**src/rtl/seg_scan_ctrl.sv**
```systemverilog
// N-digit multiplexed 7-segment scan controller with write port and leading-zero suppression.
// Optional blinking via SEG_SCAN_CTRL_BLINK_EN (adds blink_mask port and BLINK_TICKS parameter).
module seg_scan_ctrl #(
    parameter int unsigned DIGITS      = 8,
`ifdef SEG_SCAN_CTRL_BLINK_EN
    parameter int unsigned BLINK_TICKS = 200,
`endif
    parameter int unsigned CLK_HZ      = 50000000,
    parameter int unsigned SCAN_HZ     = 800
) (
    input  logic                      clk_50mhz,
    input  logic                      rst,
    input  logic                      n_en,
    input  logic                      wr_en,
    input  logic [$clog2(DIGITS)-1:0] wr_addr,
    input  logic [3:0]                wr_data,
    input  logic                      lz_en,
`ifdef SEG_SCAN_CTRL_BLINK_EN
    input  logic [DIGITS-1:0]         blink_mask,
`endif
    output logic [DIGITS-1:0]         ds,
    output logic [6:0]                led
);

    localparam int unsigned AW  = $clog2(DIGITS);
    localparam int unsigned DIV = CLK_HZ / SCAN_HZ;
    localparam int unsigned CW  = $clog2(DIV);

    logic [CW-1:0]     cnt_q, cnt_d;
    logic [AW-1:0]     idx_q, idx_d;
    logic [3:0]        digit_q [DIGITS];
    logic [DIGITS-1:0] ds_q, ds_d;
    logic [6:0]        led_q, led_d;
    logic              tick;
    logic              upper_nz;
    logic              blank;
    logic              blink_off;

    function automatic logic [6:0] seg(input logic [3:0] v);
        unique case (v)
            4'h0: seg = 7'h3F;
            4'h1: seg = 7'h06;
            4'h2: seg = 7'h5B;
            4'h3: seg = 7'h4F;
            4'h4: seg = 7'h66;
            4'h5: seg = 7'h6D;
            4'h6: seg = 7'h7D;
            4'h7: seg = 7'h07;
            4'h8: seg = 7'h7F;
            4'h9: seg = 7'h6F;
            4'hA: seg = 7'h77;
            4'hB: seg = 7'h7C;
            4'hC: seg = 7'h39;
            4'hD: seg = 7'h5E;
            4'hE: seg = 7'h79;
            default: seg = 7'h71;
        endcase
    endfunction

    assign tick = (cnt_q == CW'(DIV - 1));

    always_comb begin
        cnt_d = tick ? '0 : cnt_q + 1'b1;
        idx_d = idx_q;
        if (tick) begin
            idx_d = (idx_q == AW'(DIGITS - 1)) ? '0 : idx_q + 1'b1;
        end
    end

    // A digit is a leading zero when it and every digit to its left hold 0.
    always_comb begin
        upper_nz = 1'b0;
        for (int j = 0; j < DIGITS; j++) begin
            if (j >= int'(idx_q) && digit_q[j] != 4'h0) begin
                upper_nz = 1'b1;
            end
        end
        blank = lz_en && (idx_q != '0) && !upper_nz;
    end

`ifdef SEG_SCAN_CTRL_BLINK_EN
    localparam int unsigned BW = (BLINK_TICKS > 1) ? $clog2(BLINK_TICKS) : 1;

    logic [BW-1:0] bcnt_q, bcnt_d;
    logic          phase_q, phase_d;

    always_comb begin
        bcnt_d  = bcnt_q;
        phase_d = phase_q;
        if (tick) begin
            if (bcnt_q == BW'(BLINK_TICKS - 1)) begin
                bcnt_d  = '0;
                phase_d = ~phase_q;
            end else begin
                bcnt_d = bcnt_q + 1'b1;
            end
        end
    end

    always_ff @(posedge clk_50mhz) begin
        if (rst) begin
            bcnt_q  <= '0;
            phase_q <= 1'b0;
        end else begin
            bcnt_q  <= bcnt_d;
            phase_q <= phase_d;
        end
    end

    assign blink_off = phase_q && blink_mask[idx_q];
`else
    assign blink_off = 1'b0;
`endif

    always_comb begin
        ds_d  = '0;
        led_d = '0;
        if (!n_en) begin
            ds_d[idx_q] = 1'b1;
            if (!blank && !blink_off) begin
                led_d = seg(digit_q[idx_q]);
            end
        end
    end

    always_ff @(posedge clk_50mhz) begin
        if (rst) begin
            cnt_q <= '0;
            idx_q <= '0;
            ds_q  <= '0;
            led_q <= '0;
            for (int i = 0; i < DIGITS; i++) begin
                digit_q[i] <= 4'h0;
            end
        end else begin
            cnt_q <= cnt_d;
            idx_q <= idx_d;
            ds_q  <= ds_d;
            led_q <= led_d;
            // Out-of-range addresses are dropped.
            if (wr_en && (32'(wr_addr) < DIGITS)) begin
                digit_q[wr_addr] <= wr_data;
            end
        end
    end

    assign ds  = ds_q;
    assign led = led_q;

endmodule
```
**config.mk**
```make
export PLATFORM = sky130hd
export DESIGN_NAME = seg_scan_ctrl
export DESIGN_NICKNAME = d
export VERILOG_FILES = /design/src/rtl/seg_scan_ctrl.sv
export SDC_FILE = /design/constraint.sdc
export NUM_CORES = 1
export LEC_CHECK = 0
export BUFFER_PORTS_ARGS = -buffer_cell sky130_fd_sc_hd__buf_2
export CAP_MARGIN = 10
export CELL_PAD_IN_SITES_DETAIL_PLACEMENT = 1
export CELL_PAD_IN_SITES_GLOBAL_PLACEMENT = 2
export CORE_ASPECT_RATIO = 2
export CORE_MARGIN = 4
export CORE_UTILIZATION = 42
export CTS_CLUSTER_DIAMETER = 150
export DETAILED_ROUTE_END_ITERATION = 10
export PLACE_DENSITY = 0.88
export SYNTH_ARGS = -nofsm -noshare
export SYNTH_HDL_FRONTEND = slang
export SYNTH_SLANG_ARGS = --single-unit
```
**constraint.sdc**
```tcl
create_clock -name clk_50mhz -period 6.71 [get_ports clk_50mhz]
set_clock_uncertainty 0.05 [all_clocks]
set_input_delay 0.3355 -clock clk_50mhz [delete_from_list [all_inputs] [get_ports clk_50mhz]]
set_output_delay 0.3355 -clock clk_50mhz [all_outputs]
set_load 0.03 [all_outputs]
```
Word level (Yosys, flattened, before mapping)
Memories as Yosys holds them, arrays and structs flattened. A register that Yosys moved wholly into a read port is not among the register bits.
Index checks and enable logic that the tools add are counted.
{"block": "totals", "mem_bits_ro": 112, "mem_count": 2, "ram_bits": 32, "out_inout_bits": 15, "register_bits": 27, "wordCells": 63}
{"memory": "(name not given)", "words": 16, "word_bits": 7, "read_ports": 1, "rd_clocked_by_memory_dff": 1, "wr": 0, "line_no": "40", "rtl": "unique case (v)"}
{"memory": "digit_q", "words": 8, "word_bits": 4, "read_ports": 9, "rd_clocked_by_memory_dff": 1, "wr": 8, "line_no": "31", "rtl": "logic [3:0] digit_q [DIGITS];"}
{"block": "classes", "addsub": 2, "n_lt_le_gt_ge": 9, "n_eq_ne": 2, "reduce_logical": 24, "muxes": 21}
{"cell": "$reduce_bool A4 Y1", "count": 8}
{"cell": "$add A16 B1 Y16 const B", "count": 1}
{"cell": "$eq A16 B16 Y1 const B", "count": 1}
{"cell": "$mux W1", "count": 15}
{"cell": "$mux W3", "count": 4}
{"cell": "$logic_and A1 B1 Y1", "count": 10}
{"cell": "$ge A3 B3 Y1 const A", "count": 3}
{"cell": "$ge A1 B3 Y1 const A", "count": 2}
{"cell": "$ge A2 B3 Y1 const A", "count": 2}
{"cell": "$lt A3 B4 Y1 const B", "count": 1}
{"cell": "$mux W4", "count": 1}
{"cell": "$reduce_or A2 Y1", "count": 2}
{"cell": "$reduce_or A4 Y1", "count": 1}
{"cell": "$add A3 B1 Y3 const B", "count": 1}
{"cell": "$demux W1 S3", "count": 1}
{"cell": "$eq A3 B3 Y1 const B", "count": 1}
{"cell": "$ge A3 B1 Y1 const B", "count": 1}
{"cell": "$reduce_bool A3 Y1", "count": 1}
{"cell": "$reduce_or A3 Y1", "count": 1}
{"cell": "$logic_not A1 Y1", "count": 1}

Depth between registers and ports, before layout
Gate-level depths: netlist of the first run.
An unclocked memory read counts as a cell.
{"block": "depth", "word_depth": 14, "ltp_mapped": 8}

Worst setup path before layout of the first run
OpenSTA, ideal clock, no wires.
{"block": "synth_timing", "path_kind": "register to register", "from": "register with a tool-made name", "to": "register led_q[0], in the netlist led[0]", "synth_period_minus_slack_ps": 2268, "t_arrival_ps": 2148, "path_slack_ps": 4442, "stages_incl_launch_ff": 8, "cell_sequence": "dfxtp_1 buf_2 mux4_2 mux2i_1 inv_1 ha_1 or3_1 a21oi_1"}
{"element": "to (decl)", "line_no": "33", "rtl": "logic [6:0] led_q, led_d;"}

==> results of run 1 <==
final cells by class:
| cell class | instances | area share |
|---|---|---|
| Inverter | 9 | 0.009134 |
| Sequential cell | 69 | 0.4601 |
| Clock inverter | 5 | 0.01353 |
| Timing Repair Buffer | 26 | 0.03518 |
| Clock buffer | 11 | 0.06563 |
| Tap cell | 92 | 0.03112 |
| Multi-Input combinational cell | 201 | 0.3853 |
flip-flops by register name, indices dropped and copies added (netlist names), named ones only:
name     flops
digit_q     32
led          7
idx_q        3
cnt_q       16
ds           8
cells in the final DEF, fill, tap and decap left out, types with 2 or more instances in the layout:
master	instances
sky130_fd_sc_hd__or2_2	8
sky130_fd_sc_hd__a211oi_1	5
sky130_fd_sc_hd__a21oi_1	5
sky130_fd_sc_hd__mux4_2	8
sky130_fd_sc_hd__or3b_2	2
sky130_fd_sc_hd__nor3_1	11
sky130_fd_sc_hd__nand4_1	3
sky130_fd_sc_hd__xor2_1	5
sky130_fd_sc_hd__ha_1	12
sky130_fd_sc_hd__mux2_2	2
sky130_fd_sc_hd__nor4_1	11
sky130_fd_sc_hd__xnor2_1	9
sky130_fd_sc_hd__or3_1	2
sky130_fd_sc_hd__edfxtp_1	32
sky130_fd_sc_hd__dfxtp_1	37
sky130_fd_sc_hd__nand2_1	16
sky130_fd_sc_hd__and2_1	34
sky130_fd_sc_hd__inv_1	9
sky130_fd_sc_hd__clkinv_1	2
sky130_fd_sc_hd__mux2i_1	4
sky130_fd_sc_hd__nor2_1	38
sky130_fd_sc_hd__clkbuf_16	9
sky130_fd_sc_hd__buf_2	26
sky130_fd_sc_hd__nand2b_1	5
sky130_fd_sc_hd__and4_1	3
sky130_fd_sc_hd__nand3_1	6
metrics by stage:
step                std cells  instance area (µm²)  utilization
global route              413                 3699       0.5014
floorplan                 289                 3214            -
CTS                       413                 3699       0.5014
global placement          397                 3406       0.4617
finish                    413                 3699       0.5014
detailed placement        397                 3406       0.4617
layer usage:
| layer | up-vias | part of all wire | GRT usage |
|---|---|---|---|
| met5 | - | 0 | 0 |
| li1 | 1068 | - | - |
| met4 | 0 | 0.030 | 0.09595 |
| met3 | 15 | 0.032 | 0.03899 |
| met1 | 1109 | 0.34 | 0.1578 |
| met2 | 40 | 0.59 | 0.3303 |
synthesized netlist by cell type, drive strengths merged, types with 8 or more instances:
cell and n:
nor3 11, nand2 16, ha 12, dfxtp 37, and2 35, edfxtp 32
nor4 11, mux4 8, nor2 38, or2 8, inv 9, xnor2 9
where the power goes:
group	total [W]	internal [W]	switching, W
Sequential	0.000468	0.000458	0.0000108
Combinational	0.0000615	0.0000227	0.0000388
Clock	0.000462	0.000294	0.000168
final timing paths:
path	from	endpoint	slack, ps	depth (start not counted)
worst max-delay path	register	led[0]	4100	6
worst min register to register	cnt_q[0]	cnt_q[0]	430	1
worst max register to register	register	led[0]	4100	6
worst min-delay path	n_en	ds[4]	360	4
cell families (layout without fill, tap and decap cells):
group                    after synthesis  in the layout  share of synthesized area
multiplexers                          15             15                    0.08252
buffers and inverters                 19             51                    0.02724
AND/OR/NAND/NOR                      141            141                     0.2312
XOR/XNOR                              14             14                    0.03815
adder cells (fa/ha/maj)               12             12                    0.04671
AO/OA/AOI/OAI                         19             19                    0.04477
flip-flops                            69             69                     0.5294
critical path: stages (launching register included):
cell                      delay (ps)
sky130_fd_sc_hd__dfxtp_1         600
sky130_fd_sc_hd__mux4_2          550
sky130_fd_sc_hd__mux2i_1         400
sky130_fd_sc_hd__inv_1           160
sky130_fd_sc_hd__ha_1            250
sky130_fd_sc_hd__or3_1           370
sky130_fd_sc_hd__a21oi_1         140
==> impl_metrics.tcl, run 1 <==
set metrics [dict create \
    run_status "finished clean" \
    grt_pass1_vias 2395 \
    seq_area_frac_synth 0.5294 \
    worst_pin_slew_ps 843.2 \
    postSynthCellCount 289 \
    synth_top_cells_by_area "sky130_fd_sc_hd__edfxtp_1, sky130_fd_sc_hd__dfxtp_1, sky130_fd_sc_hd__and2_1" \
    detailedRoute.firstIterationViolations 95 \
    portBuffers 26 \
    critical_path.endpoint_type "register" \
    worst_skew_pair.late_latency_ps 330 \
    floorplan.initialDensity 0.4357 \
    floorplan.io_pins 27 \
    layout-drive-gt1-share 0.1931 \
    cp_max_fo 8 \
    syn2layout_area_growth_pct 15.06 \
    yosys_warnings 0 \
    critical_path_arrival_ps 2820 \
    finalWirelength_um 7301 \
    floorplan.rows 44 \
    numClockSinks 69 \
    dr.pass1.iters 4 \
    yosys.area.top_type_share 0.2989 \
    startpoint_type "register" \
    filler_cell_count 826 \
    vdd_ir_drop_max_mv 0.1439 \
    cts_made_buffers 9 \
    wire_length_of_the_first_global_routing_pass_um 11970 \
    multi_input_area_mm2 0.001425 \
    clk_pin_slew_ps 50 \
    critPathKind "register to register" \
    synth.lib_cells_used.distinct 39 \
    tot_gr_track_use 0.1713 \
    synth_largest_area_cell "sky130_fd_sc_hd__edfxtp_1" \
    timing.max_cap.violations 0 \
    fin_setup_tns_ps 0 \
    final_antenna_net_count 0 \
    antenna_found_initial 0 \
    fin_ws_ps 4099 \
    grt_start_max_net_pins 19 \
    globalplace.congestion 0.8421 \
    synth.net_count 313 \
    timing.max_slew.rel_slack 0.4327 \
    remaining_drc_errors 0 \
    tritoncts "yes" \
    synthesis.area_per_instance_um2 11.12 \
    timing.final.hold_violations 0 \
    number_of_antenna_cells_inserted 0 \
    synth_edf_count 32 \
    power.total_w 0.0009918 \
    floorplan.die.width_um 69.86 \
    grt-ovfl-total 0 \
    cp_data_required_time_ps 6920 \
    synthArstFlopShare 0 \
    finalCriticalPeriod_ps 2611 \
    drv_slew 0 \
    place_ws_ps 4059 \
    yosys_most_used_dff "sky130_fd_sc_hd__dfxtp_1" \
    leakage_component_of_the_power_nw 1.414 \
    post_drt_wl_per_cell_um 17.68 \
    route.detailed.vias_per_inst 5.404 \
    dp_hpwl_um 5646 \
    worstHoldPathType "input port to register" \
    rsz0062_at_grt "no" \
    root_buffer "sky130_fd_sc_hd__clkbuf_16" \
    synth_seq_cells 69 \
    clk_path_buf_depth 2 \
    final-setup-viol-count 0 \
    core_mm2 0.007377 \
    die-area_mm2 0.009202 \
    period_share 0.3892 \
    upper_clock_frequency_limit_ghz 0.3829 \
    fin_worst_hold_slack_ps 360.4 \
    routed-via-count 2232 \
    cts-resized-gates 0 \
    postCtsSetupBuffers 0 \
    fp.dieH_um 131.7 \
    nets 340 \
    cellPowerDensity_mw_per_mm2 268.2 \
    cts.htree.levels 3 \
    cts_hold_buf 0 \
    netlist_area_mm2 0.003214 \
    layout.area.seq_mm2 0.001702 \
]
No activity file was read; power rests on OpenSTA's default activity.
==> inputs of run 2 (changes only) <==
- ABC_AREA: unset -> 1
- CORE_UTILIZATION: 42 -> 32
- PLACE_DENSITY: 0.88 -> 0.8
- clock period: 6.71 -> 2.2 ns (I/O delays scaled with it)
==> run 2 against run 1 <==
Net effect: power rose to 3.0 times the previous value; sequential power increased to 3.0 times the previous value; utilization fell by 12 points; synthesized cell count is 50% higher; highest routed layer unchanged.
==> impl_metrics.tcl, run 2 <==
set metrics [dict create \
    synthesis.area_per_instance_um2 7.952 \
    cpLargestDelayFamily "simple AND/OR/NAND/NOR gates" \
    grt-ovfl-total 0 \
    timing.max_slew.rel_slack 0.6884 \
    portBuffers 26 \
    synth_seq_cells 69 \
    cpPeakStageDelay_ps 350 \
    critical_path.endpoint_type "register" \
    finalCriticalPeriod_ps 1968 \
    fin_setup_tns_ps 0 \
    worst_skew_pair.late_latency_ps 330 \
    final-setup-viol-count 0 \
    dp_hpwl_um 7957 \
    final_antenna_net_count 0 \
    cp_max_fo 10 \
    rsz0062_at_grt "no" \
    post_drt_wl_per_cell_um 15.66 \
    clk_path_buf_depth 2 \
    floorplan.die.width_um 81.35 \
    leakage_component_of_the_power_nw 1.739 \
    yosys_most_used_dff "sky130_fd_sc_hd__dfxtp_1" \
    power.share.combinational 0.074 \
    layout.cells.most_common_list "sky130_fd_sc_hd__nor2_1, sky130_fd_sc_hd__nand2_1, sky130_fd_sc_hd__inv_1" \
    wire_length_of_the_first_global_routing_pass_um 15440 \
    synth_top_cells_by_area "sky130_fd_sc_hd__edfxtp_1, sky130_fd_sc_hd__dfxtp_1, sky130_fd_sc_hd__nor2_1" \
    drv_slew 0 \
    remaining_drc_errors 0 \
    synth_edf_count 32 \
    postSynthCellCount 433 \
    vdd_ir_drop_max_mv 0.4006 \
    clk_pin_slew_ps 60 \
    floorplan.io_pins 27 \
    critical_path_arrival_ps 2180 \
    nets 495 \
    period_share 0.8947 \
    synth_largest_area_cell "sky130_fd_sc_hd__edfxtp_1" \
    worst_hold_startpoint "rst" \
    cells_along_the_critical_path "buf_4, nor2_1, nor2_1, o21ai_1, o211ai_1, nand2_2, inv_1, ha_1, nand3b_1, nand3_1, nand2_1, nor2_1" \
    run_status "finished clean" \
    total_switching_power_w 0.0007372 \
    yosys_warnings 0 \
    postCtsSetupBuffers 0 \
    yosys.area.top_type_share 0.2791 \
    cts_made_buffers 9 \
    route.detailed.vias_per_inst 4.750 \
    routed-via-count 2912 \
    timing.final.hold_violations 0 \
    mostFrequentLayoutCell "sky130_fd_sc_hd__nor2_1" \
    floorplan.rows 53 \
    cts.htree.levels 3 \
    fin_ws_ps 231.7 \
    filler_free_cell_count_of_the_finished_design 613 \
    core_mm2 0.01054 \
    sequentialPowerShare 0.481 \
    place_ws_ps 145.8 \
    cp_common_cell "sky130_fd_sc_hd__nor2_1" \
    globalplace.congestion 0.8080 \
    die-area_mm2 0.01258 \
    filler_cell_count 1291 \
    cp_num_buf_inv 2 \
    synth_most_common_cell "sky130_fd_sc_hd__nor2_1" \
    switching_share 0.2492 \
    seq_area_frac_synth 0.4942 \
    rrSetupSlack_ps 230 \
    antenna_found_initial 0 \
    p_int_w 0.002222 \
    number_of_antenna_cells_inserted 0 \
    netlist_area_mm2 0.003443 \
    synthArstFlopShare 0 \
    power.clock.fraction 0.445 \
    critPathKind "register to register" \
    dr.pass1.iters 4 \
    cellPowerDensity_mw_per_mm2 736.2 \
    postPlaceCellArea_mm2 0.003749 \
    grt_start_max_net_pins 19 \
    place.detailed.instances 597 \
    finalWirelength_um 9598 \
    detailedRoute.firstIterationViolations 54 \
    tot_gr_track_use 0.1683 \
    upper_clock_frequency_limit_ghz 0.5080 \
    floorplan.initialDensity 0.3266 \
    cp_data_required_time_ps 2410 \
    critPathSlowestCell "sky130_fd_sc_hd__dfxtp_2" \
    syn2layout_area_growth_pct 16.72 \
    synth.net_count 457 \
    worstHoldPathType "input port to register" \
    max_flop_register "digit_q" \
    synth.top_cells.by_count "sky130_fd_sc_hd__nor2_1, sky130_fd_sc_hd__nand2_1, sky130_fd_sc_hd__inv_1" \
    root_buffer "sky130_fd_sc_hd__clkbuf_16" \
    design_area_mm2 0.004019 \
    timing.max_cap.violations 0 \
    fp.dieH_um 154.7 \
    largest_register_ff_count 32 \
    synth.lib_cells_used.distinct 33 \
    numClockSinks 69 \
    startpoint_type "register" \
    layout-drive-gt1-share 0.1555 \
    worst_pin_slew_ps 463.3 \
    tritoncts "yes" \
    cts_hold_buf 0 \
    grt_pass1_vias 3198 \
]
## run 2: cell types whose count changed after synthesis, sizes merged, moves of 7 or more
cell,before,now
nand2,16,100
nor2,38,99
inv,9,54
and2,35,0
nand3,6,34
o21ai,0,19
a21oi,5,17
nor4,11,0
xnor2,9,0
mux4,8,0
or2,8,1
## run 2: worst paths after layout
kind	to	cells after the start
max	led[3]	12
min	register	3
max reg2reg	led[3]	12
min reg2reg	cnt_q[0]	1
## run 2: logic make-up (layout without fill, tap and decap cells)
logic type               Yosys count  after routing  share of synthesized area
buffers and inverters             60            103                    0.07376
flip-flops                        69             69                     0.4942
XOR/XNOR                           1              1                   0.002544
adder cells (fa/ha/maj)           12             12                    0.04360
AO/OA/AOI/OAI                     41             41                    0.06687
AND/OR/NAND/NOR                  250            250                     0.3190
## run 2: routing by layer
layer,share of wire,global-route usage,up-vias
met5,0,0,-
li1,-,-,1464
met1,0.31,0.1359,1350
met4,0.072,0.1322,0
met3,0.027,0.03555,37
met2,0.59,0.3237,61
## run 2: worst register-to-register path: cells and delay by family, from the launching register on
kind,cells,cell delay [ps]
DFF,1,350
adders and majority gates,1,210
and+or+nand+nor,7,810
AOI/OAI and AO/OA,2,180
buffers and inverters,2,280
## run 2: area by class of cell
| class | instances | area [µm²] | area share |
|---|---|---|---|
| Clock buffer | 10 | 229.0 | 0.05697 |
| Sequential cell | 69 | 1704 | 0.4240 |
| Tap cell | 137 | 171.4 | 0.04265 |
| Timing Repair Buffer | 33 | 182.7 | 0.04545 |
| Multi-Input combinational cell | 304 | 1488 | 0.3702 |
| Clock inverter | 6 | 38.79 | 0.009651 |
| Inverter | 54 | 205.2 | 0.05106 |
## run 2: stage by stage
step	utilization	hold slack, ps	total power [W]
after global placement	0.3555	376.8	0.001666
final	0.3812	67.63	0.002959
after floorplan	-	147.2	0.001587
after CTS	0.3809	71.29	0.003005
after global routing	0.3812	93.60	0.003104
after detailed placement	0.3555	395.5	0.001674
## run 2: timing repair
action / CTS / global route
endpoints found under the hold margin: 0 / 0
resized for setup: 0 / 3
setup endpoints to repair: 0 / 4
## run 2: power by group through the flow
stage | clock (W) | combinational (W) | sequential, W
2_1_floorplan | 0 | 0.000128 | 0.00146
3_5_place_dp | 0 | 0.000222 | 0.00145
5_1_grt | 0.00143 | 0.000246 | 0.00143
3_3_place_gp | 0 | 0.000216 | 0.00145
4_1_cts | 0.00136 | 0.000223 | 0.00143
6_report | 0.00132 | 0.000219 | 0.00142
